[src/rtl/dcpu16_marb_if.sv]
// rtl/dcpu16_marb_if.sv - F-BUS, G-BUS and memory-port signal bundle for the memory arbiter
interface dcpu16_marb_if;
  logic [15:0] f_adr;
  logic [15:0] f_dto;
  logic        f_stb;
  logic        f_wre;
  logic [15:0] f_dti;
  logic        f_ack;
  logic [15:0] g_adr;
  logic [15:0] g_dto;
  logic        g_stb;
  logic        g_wre;
  logic [15:0] g_dti;
  logic        g_ack;
  logic [15:0] m_adr;
  logic [15:0] m_dto;
  logic        m_stb;
  logic        m_wre;
  logic [15:0] m_dti;
  logic        m_ack;

  // Arbiter side
  modport slave (
    input  f_adr, f_dto, f_stb, f_wre,
    output f_dti, f_ack,
    input  g_adr, g_dto, g_stb, g_wre,
    output g_dti, g_ack,
    output m_adr, m_dto, m_stb, m_wre,
    input  m_dti, m_ack
  );

  // Environment side: the two bus masters plus the memory
  modport master (
    output f_adr, f_dto, f_stb, f_wre,
    input  f_dti, f_ack,
    output g_adr, g_dto, g_stb, g_wre,
    input  g_dti, g_ack,
    input  m_adr, m_dto, m_stb, m_wre,
    output m_dti, m_ack
  );
endinterface

[src/rtl/dcpu16_marb.sv]
// rtl/dcpu16_marb.sv - two-master arbiter for one simplified-Wishbone memory port with watchdog
module dcpu16_marb #(
  parameter bit         FPRI = 1'b0,
  parameter logic [7:0] TMO  = 8'd255
) (
  input  logic          clk,
  input  logic          rst,
  dcpu16_marb_if.slave  bus,
  output logic          tmo
);

  typedef enum logic [1:0] {
    IDLE = 2'd0,
    GNTF = 2'd1,
    GNTG = 2'd2
  } state_t;

  localparam logic LST_F = 1'b0;
  localparam logic LST_G = 1'b1;

  state_t     state;
  logic       lst;
  logic [7:0] wdt;

  logic gnt_f;
  logic gnt_g;
  logic cur_stb;
  logic ack_v;
  logic expire;

  always_comb begin
    gnt_f   = (state == GNTF);
    gnt_g   = (state == GNTG);
    cur_stb = (gnt_f & bus.f_stb) | (gnt_g & bus.g_stb);
    ack_v   = cur_stb & bus.m_ack;
    // A real ack in the expiry cycle takes precedence over the watchdog
    expire  = (TMO != 8'd0) && cur_stb && !bus.m_ack && (wdt == TMO - 8'd1);

    bus.m_adr = 16'h0000;
    bus.m_dto = 16'h0000;
    bus.m_stb = 1'b0;
    bus.m_wre = 1'b0;
    if (gnt_f && bus.f_stb) begin
      bus.m_adr = bus.f_adr;
      bus.m_dto = bus.f_dto;
      bus.m_stb = 1'b1;
      bus.m_wre = bus.f_wre;
    end else if (gnt_g && bus.g_stb) begin
      bus.m_adr = bus.g_adr;
      bus.m_dto = bus.g_dto;
      bus.m_stb = 1'b1;
      bus.m_wre = bus.g_wre;
    end

    // Return paths depend only on state, never on the other master's strobe
    bus.f_ack = gnt_f & (ack_v | expire);
    bus.g_ack = gnt_g & (ack_v | expire);
    bus.f_dti = (gnt_f && !expire) ? bus.m_dti : 16'h0000;
    bus.g_dti = (gnt_g && !expire) ? bus.m_dti : 16'h0000;
  end

  always_ff @(posedge clk or negedge rst) begin
    if (!rst) begin
      state <= IDLE;
      lst   <= LST_G;
      wdt   <= 8'd0;
      tmo   <= 1'b0;
    end else begin
      tmo <= 1'b0;
      case (state)
        IDLE: begin
          wdt <= 8'd0;
          if (bus.f_stb && (!bus.g_stb || FPRI || (lst == LST_G))) begin
            state <= GNTF;
          end else if (bus.g_stb) begin
            state <= GNTG;
          end
        end
        GNTF, GNTG: begin
          if (!cur_stb) begin
            state <= IDLE;
          end else if (ack_v) begin
            state <= IDLE;
            lst   <= gnt_g;
          end else if (expire) begin
            state <= IDLE;
            lst   <= gnt_g;
            tmo   <= 1'b1;
          end else if (wdt != 8'hFF) begin
            wdt <= wdt + 8'd1;
          end
        end
        default: state <= IDLE;
      endcase
    end
  end

endmodule

[src/flat_wrapper.sv]
// flat-port wrapper written by rule: the top's interface ports become plain ports
module dcpu16_marb_flat 
#(
  parameter bit         FPRI = 1'b0,
  parameter logic [7:0] TMO  = 8'd255
)
  (clk, rst, tmo, bus_f_adr, bus_f_dto, bus_f_stb, bus_f_wre, bus_f_dti, bus_f_ack, bus_g_adr, bus_g_dto, bus_g_stb, bus_g_wre, bus_g_dti, bus_g_ack, bus_m_adr, bus_m_dto, bus_m_stb, bus_m_wre, bus_m_dti, bus_m_ack);
  dcpu16_marb_if bus_i ();
  input  logic clk;
  input  logic rst;
  output logic tmo;
  input wire logic [$bits(bus_i.f_adr)-1:0] bus_f_adr;
  input wire logic [$bits(bus_i.f_dto)-1:0] bus_f_dto;
  input wire logic [$bits(bus_i.f_stb)-1:0] bus_f_stb;
  input wire logic [$bits(bus_i.f_wre)-1:0] bus_f_wre;
  output wire logic [$bits(bus_i.f_dti)-1:0] bus_f_dti;
  output wire logic [$bits(bus_i.f_ack)-1:0] bus_f_ack;
  input wire logic [$bits(bus_i.g_adr)-1:0] bus_g_adr;
  input wire logic [$bits(bus_i.g_dto)-1:0] bus_g_dto;
  input wire logic [$bits(bus_i.g_stb)-1:0] bus_g_stb;
  input wire logic [$bits(bus_i.g_wre)-1:0] bus_g_wre;
  output wire logic [$bits(bus_i.g_dti)-1:0] bus_g_dti;
  output wire logic [$bits(bus_i.g_ack)-1:0] bus_g_ack;
  output wire logic [$bits(bus_i.m_adr)-1:0] bus_m_adr;
  output wire logic [$bits(bus_i.m_dto)-1:0] bus_m_dto;
  output wire logic [$bits(bus_i.m_stb)-1:0] bus_m_stb;
  output wire logic [$bits(bus_i.m_wre)-1:0] bus_m_wre;
  input wire logic [$bits(bus_i.m_dti)-1:0] bus_m_dti;
  input wire logic [$bits(bus_i.m_ack)-1:0] bus_m_ack;
  assign bus_i.f_adr = bus_f_adr;
  assign bus_i.f_dto = bus_f_dto;
  assign bus_i.f_stb = bus_f_stb;
  assign bus_i.f_wre = bus_f_wre;
  assign bus_f_dti = bus_i.f_dti;
  assign bus_f_ack = bus_i.f_ack;
  assign bus_i.g_adr = bus_g_adr;
  assign bus_i.g_dto = bus_g_dto;
  assign bus_i.g_stb = bus_g_stb;
  assign bus_i.g_wre = bus_g_wre;
  assign bus_g_dti = bus_i.g_dti;
  assign bus_g_ack = bus_i.g_ack;
  assign bus_m_adr = bus_i.m_adr;
  assign bus_m_dto = bus_i.m_dto;
  assign bus_m_stb = bus_i.m_stb;
  assign bus_m_wre = bus_i.m_wre;
  assign bus_i.m_dti = bus_m_dti;
  assign bus_i.m_ack = bus_m_ack;
  dcpu16_marb #(.FPRI(FPRI), .TMO(TMO)) u_core (.clk(clk), .rst(rst), .bus(bus_i), .tmo(tmo));
endmodule
[config.mk]
export PLATFORM = sky130hd
export DESIGN_NAME = dcpu16_marb_flat
export DESIGN_NICKNAME = d
export VERILOG_FILES = /design/src/rtl/dcpu16_marb_if.sv /design/src/rtl/dcpu16_marb.sv /design/src/flat_wrapper.sv
export SDC_FILE = /design/constraint.sdc
export NUM_CORES = 1
export LEC_CHECK = 0
export ABC_CLOCK_PERIOD_IN_PS = 2300
export CAP_MARGIN = 5
export CORE_MARGIN = 3
export CORE_UTILIZATION = 29
export DETAILED_ROUTE_END_ITERATION = 12
export PLACE_DENSITY = 0.82
export SETUP_SLACK_MARGIN = 0.05
export SLEW_MARGIN = 20
export SYNTH_ARGS = -nofsm -noshare
export SYNTH_HDL_FRONTEND = slang
export SYNTH_SLANG_ARGS = --single-unit
[constraint.sdc]
create_clock -name clk -period 2.3 [get_ports clk]
set_input_delay 0.46 -clock clk [delete_from_list [all_inputs] [get_ports clk]]
set_output_delay 0.46 -clock clk [all_outputs]
set_load 0.05 [all_outputs]
==> metrics.cfg <==
[die]
num_rows=25
core_um2=4820
die_x_um=77.4
start_util_pct=30.6
die-area_um2=5980
io_pins=156
die_h_um=77.4

[grt]
antenna_found_initial=1
busiest_layer=met2
globalRouteMet3Util_pct=9.74
grt_usage_pct=30.4
grtUsageMet2_pct=58.1
grt_max_degree=19
grt_overflow=0
grt_pass1_vias=2421
gr-usage-met1_pct=30.5
grt_pass1_wl_um=14000

[route]
drcViolationCount=0
vias=2465
drt_wl_total_um=11700
first_pass_iters=4
drt_iter0_drc=176
wl_per_cell_um=27.8
ant_nets=0
drt-vias-per-instance=5.84

[yosys]
syn_nets=265
synth_top_cell_area_share_pct=19.6
synth_flop_cell=dfrtp_1
synth_top_cell_by_area=a22o_1
postSynth.asyncResetShare_pct=100
netlist_area_um2=1480
ys_types=44
synthTopCellsByArea=a22o_1, dfrtp_1, and2_1
synth.avg_cell_area_um2=8.58
ys_ff_latch=12
yosysWarnings=0
synth_cells=172
synth_edf_count=0
ys_seq_area_share_pct=20.4

[setup_path]
worst_ep_required_time_ps=2400
path_cells=inv_2, buf_4, buf_4, ha_1, nand3b_1, a2bb2oi_1, o21ai_0
critPathLaunchType=flop
worstPathMaxFanout=16
arrival_ps=2520
critical_path.max_stage_delay_ps=650
crit_start=u_core.state[0]
regToRegStartpoint=u_core.state[0]
cp-end-kind=flop
crit_path_top_delay_cell=ha_1
path_class=flop to flop
path_common_cell=buf_4

[timing]
slew_violations=0
finalWorstSetupSlack_ps=-129
hold_violations=0
min_period_ps=2430
worstMarginPinSlew_ps=581
setup_violations=59
fin_crit_sh_pct=106
fin_worst_skew_ps=7.16
maxClockFrequency_mhz=412
setup_tns_ps=-2290
rsz0062_at_grt=yes
slew_headroom_pct=61.2

[final_layout]
drive_above_1_share_pct=55.1
fin_cells=422
area_growth_pct=196
fin_nets=448
fillers=171
postLayoutCellArea_um2=4370

[clock_network]
clock_latency_ps=250
clk_path_buf_depth=2
path_clk_slew_ps=60
cts_root_buf=clkbuf_8
cts_max_level=1
cts_sinks=12
cts_made_buffers=3
cts_hold_buffers=0
cts_tree=done

[placed_design]
gp_congestion=0.895
dp_hpwl_um=6130
dpl_cell_area_um2=3490
dp.cells=397
numPortBuffers=155

[pwr]
vdd_drop_max_v=0.000792
p_leak_nw=1.95
p_per_area_nw_per_um2=997

[outcome]
outcome=complete, but fails checks
failed_checks=negative setup slack

[run]
drv_cap=0

[hold_path]
hold_path.class=primary input to asynchronous set/reset pin

[flip-flops by register name, indices dropped and copies added (netlist names)]
name / cells
u_core.state: 2
u_core.lst: 1
u_core.tmo: 1
u_core.wdt: 8
[final timing paths]
path | depth (start not counted) | slack, ps | endpoint
max | 7 | -130 | u_core.state[0]
max in group asynchronous | 1 | 1300 | u_core.wdt[1]
min in group clk | 1 | 590 | u_core.wdt[2]
min reg2reg | 1 | 590 | u_core.wdt[2]
min | 1 | 580 | u_core.wdt[3]
max reg2reg | 7 | -130 | u_core.state[0]
[synthesized netlist by cell type, types with 2 or more instances]
library cell   n
o211ai_1       5
a21oi_1        4
and2_1        35
nand4_1        2
a22o_1        33
a21o_1         2
buf_2          3
a2bb2oi_1      2
or3_1          2
clkbuf_1       5
inv_1          5
nand3b_1       3
ha_1           6
and3_1         4
a31oi_1        3
a21boi_4       2
o21ai_0        4
dfrtp_1       11
buf_6          3
nor2_1         5
nand2_1        9
nor3_1         2
[cell type report]
class / count / area (µm²) / share of cell area, %
timing repair buffer: 191 / 2470 / 56.5
antenna: 1 / 2.50 / 0.0572
sequential: 12 / 305 / 6.98
inverter: 6 / 25.0 / 0.572
tap: 67 / 83.8 / 1.92
clock buffer: 4 / 55.1 / 1.26
multi-input combinational: 141 / 1430 / 32.7
[logic make-up after synthesis]
kind of cell    count (synthesis)  share of synthesized area (%)
mux                             1                           1.02
buf+inv                        19                           7.71
simple gates                   68                           27.5
flops                          12                           20.4
compound gates                 66                           38.3
fa+ha+maj                       6                           5.08
[repair_timing]
action,CTS,global route
pin swaps,5,28
endpoints found under the setup margin,66,69
setup buffers,9,8
gates resized for setup,97,60
hold endpoints to repair,0,0
gates cloned,3,5
[cells in the final DEF (no fill, tap or decap), types with 2 or more instances in the layout]
master,count
o211ai_1,5
nor3_1,2
clkdlybuf4s50_1,85
buf_16,2
a22o_4,25
nand2_1,8
and2_4,27
clkbuf_16,3
and2_1,2
dfrtp_1,8
inv_1,2
dlygate4sd2_1,2
nand3b_1,3
or3_1,2
a31oi_1,3
a2bb2oi_1,2
nand4_1,2
buf_8,26
ha_1,3
and3_1,3
and2_2,6
and3_4,2
inv_2,3
a21boi_4,2
o21ai_0,4
ha_4,3
a22o_2,5
dfrtp_2,3
buf_12,37
nor2_4,2
buf_6,19
clkbuf_8,4
a22o_1,3
buf_4,16
a21o_1,2
a21oi_1,4
nor2_1,3
[critical path: cells and delay by family, from the launching register on]
kind	cells	cell delay (ps)
buffers and inverters	3	340
AND/OR/NAND/NOR	1	300
adder cells (fa/ha/maj)	1	650
flip-flops	1	420
AO/OA/AOI/OAI	2	570
[per-stage QoR]
| stage | setup slack [ps] | hold slack, ps | utilization, % | total power [mW] |
|---|---|---|---|---|
| 2_1_floorplan | 115 | 164 | - | 1.94 |
| 3_3_place_gp | -82.2 | 555 | 72.4 | 3.16 |
| 3_5_place_dp | -119 | 571 | 72.4 | 3.19 |
| 4_1_cts | -79.0 | 582 | 84.7 | 3.96 |
| 5_1_grt | -234 | 600 | 90.8 | 4.46 |
| 6_report | -129 | 582 | 90.8 | 4.36 |
[where the power goes]
group          switching (mW)  total (mW)  internal [mW]
Clock                  0.0860       0.238          0.152
Sequential             0.0386       0.283          0.245
Combinational            2.00        3.84           1.83
Total                    2.13        4.36           2.23
[per-layer routing]
metal  vias up  routed length [µm]  share of wire (%)
li1       1020                   -                  -
met1      1167                3640                 31
met2       221                6100                 52
met3        57                1200                 10
met4         0                 780                6.7
met5         -                   0                  0
No activity file was read; power rests on OpenSTA's default activity.
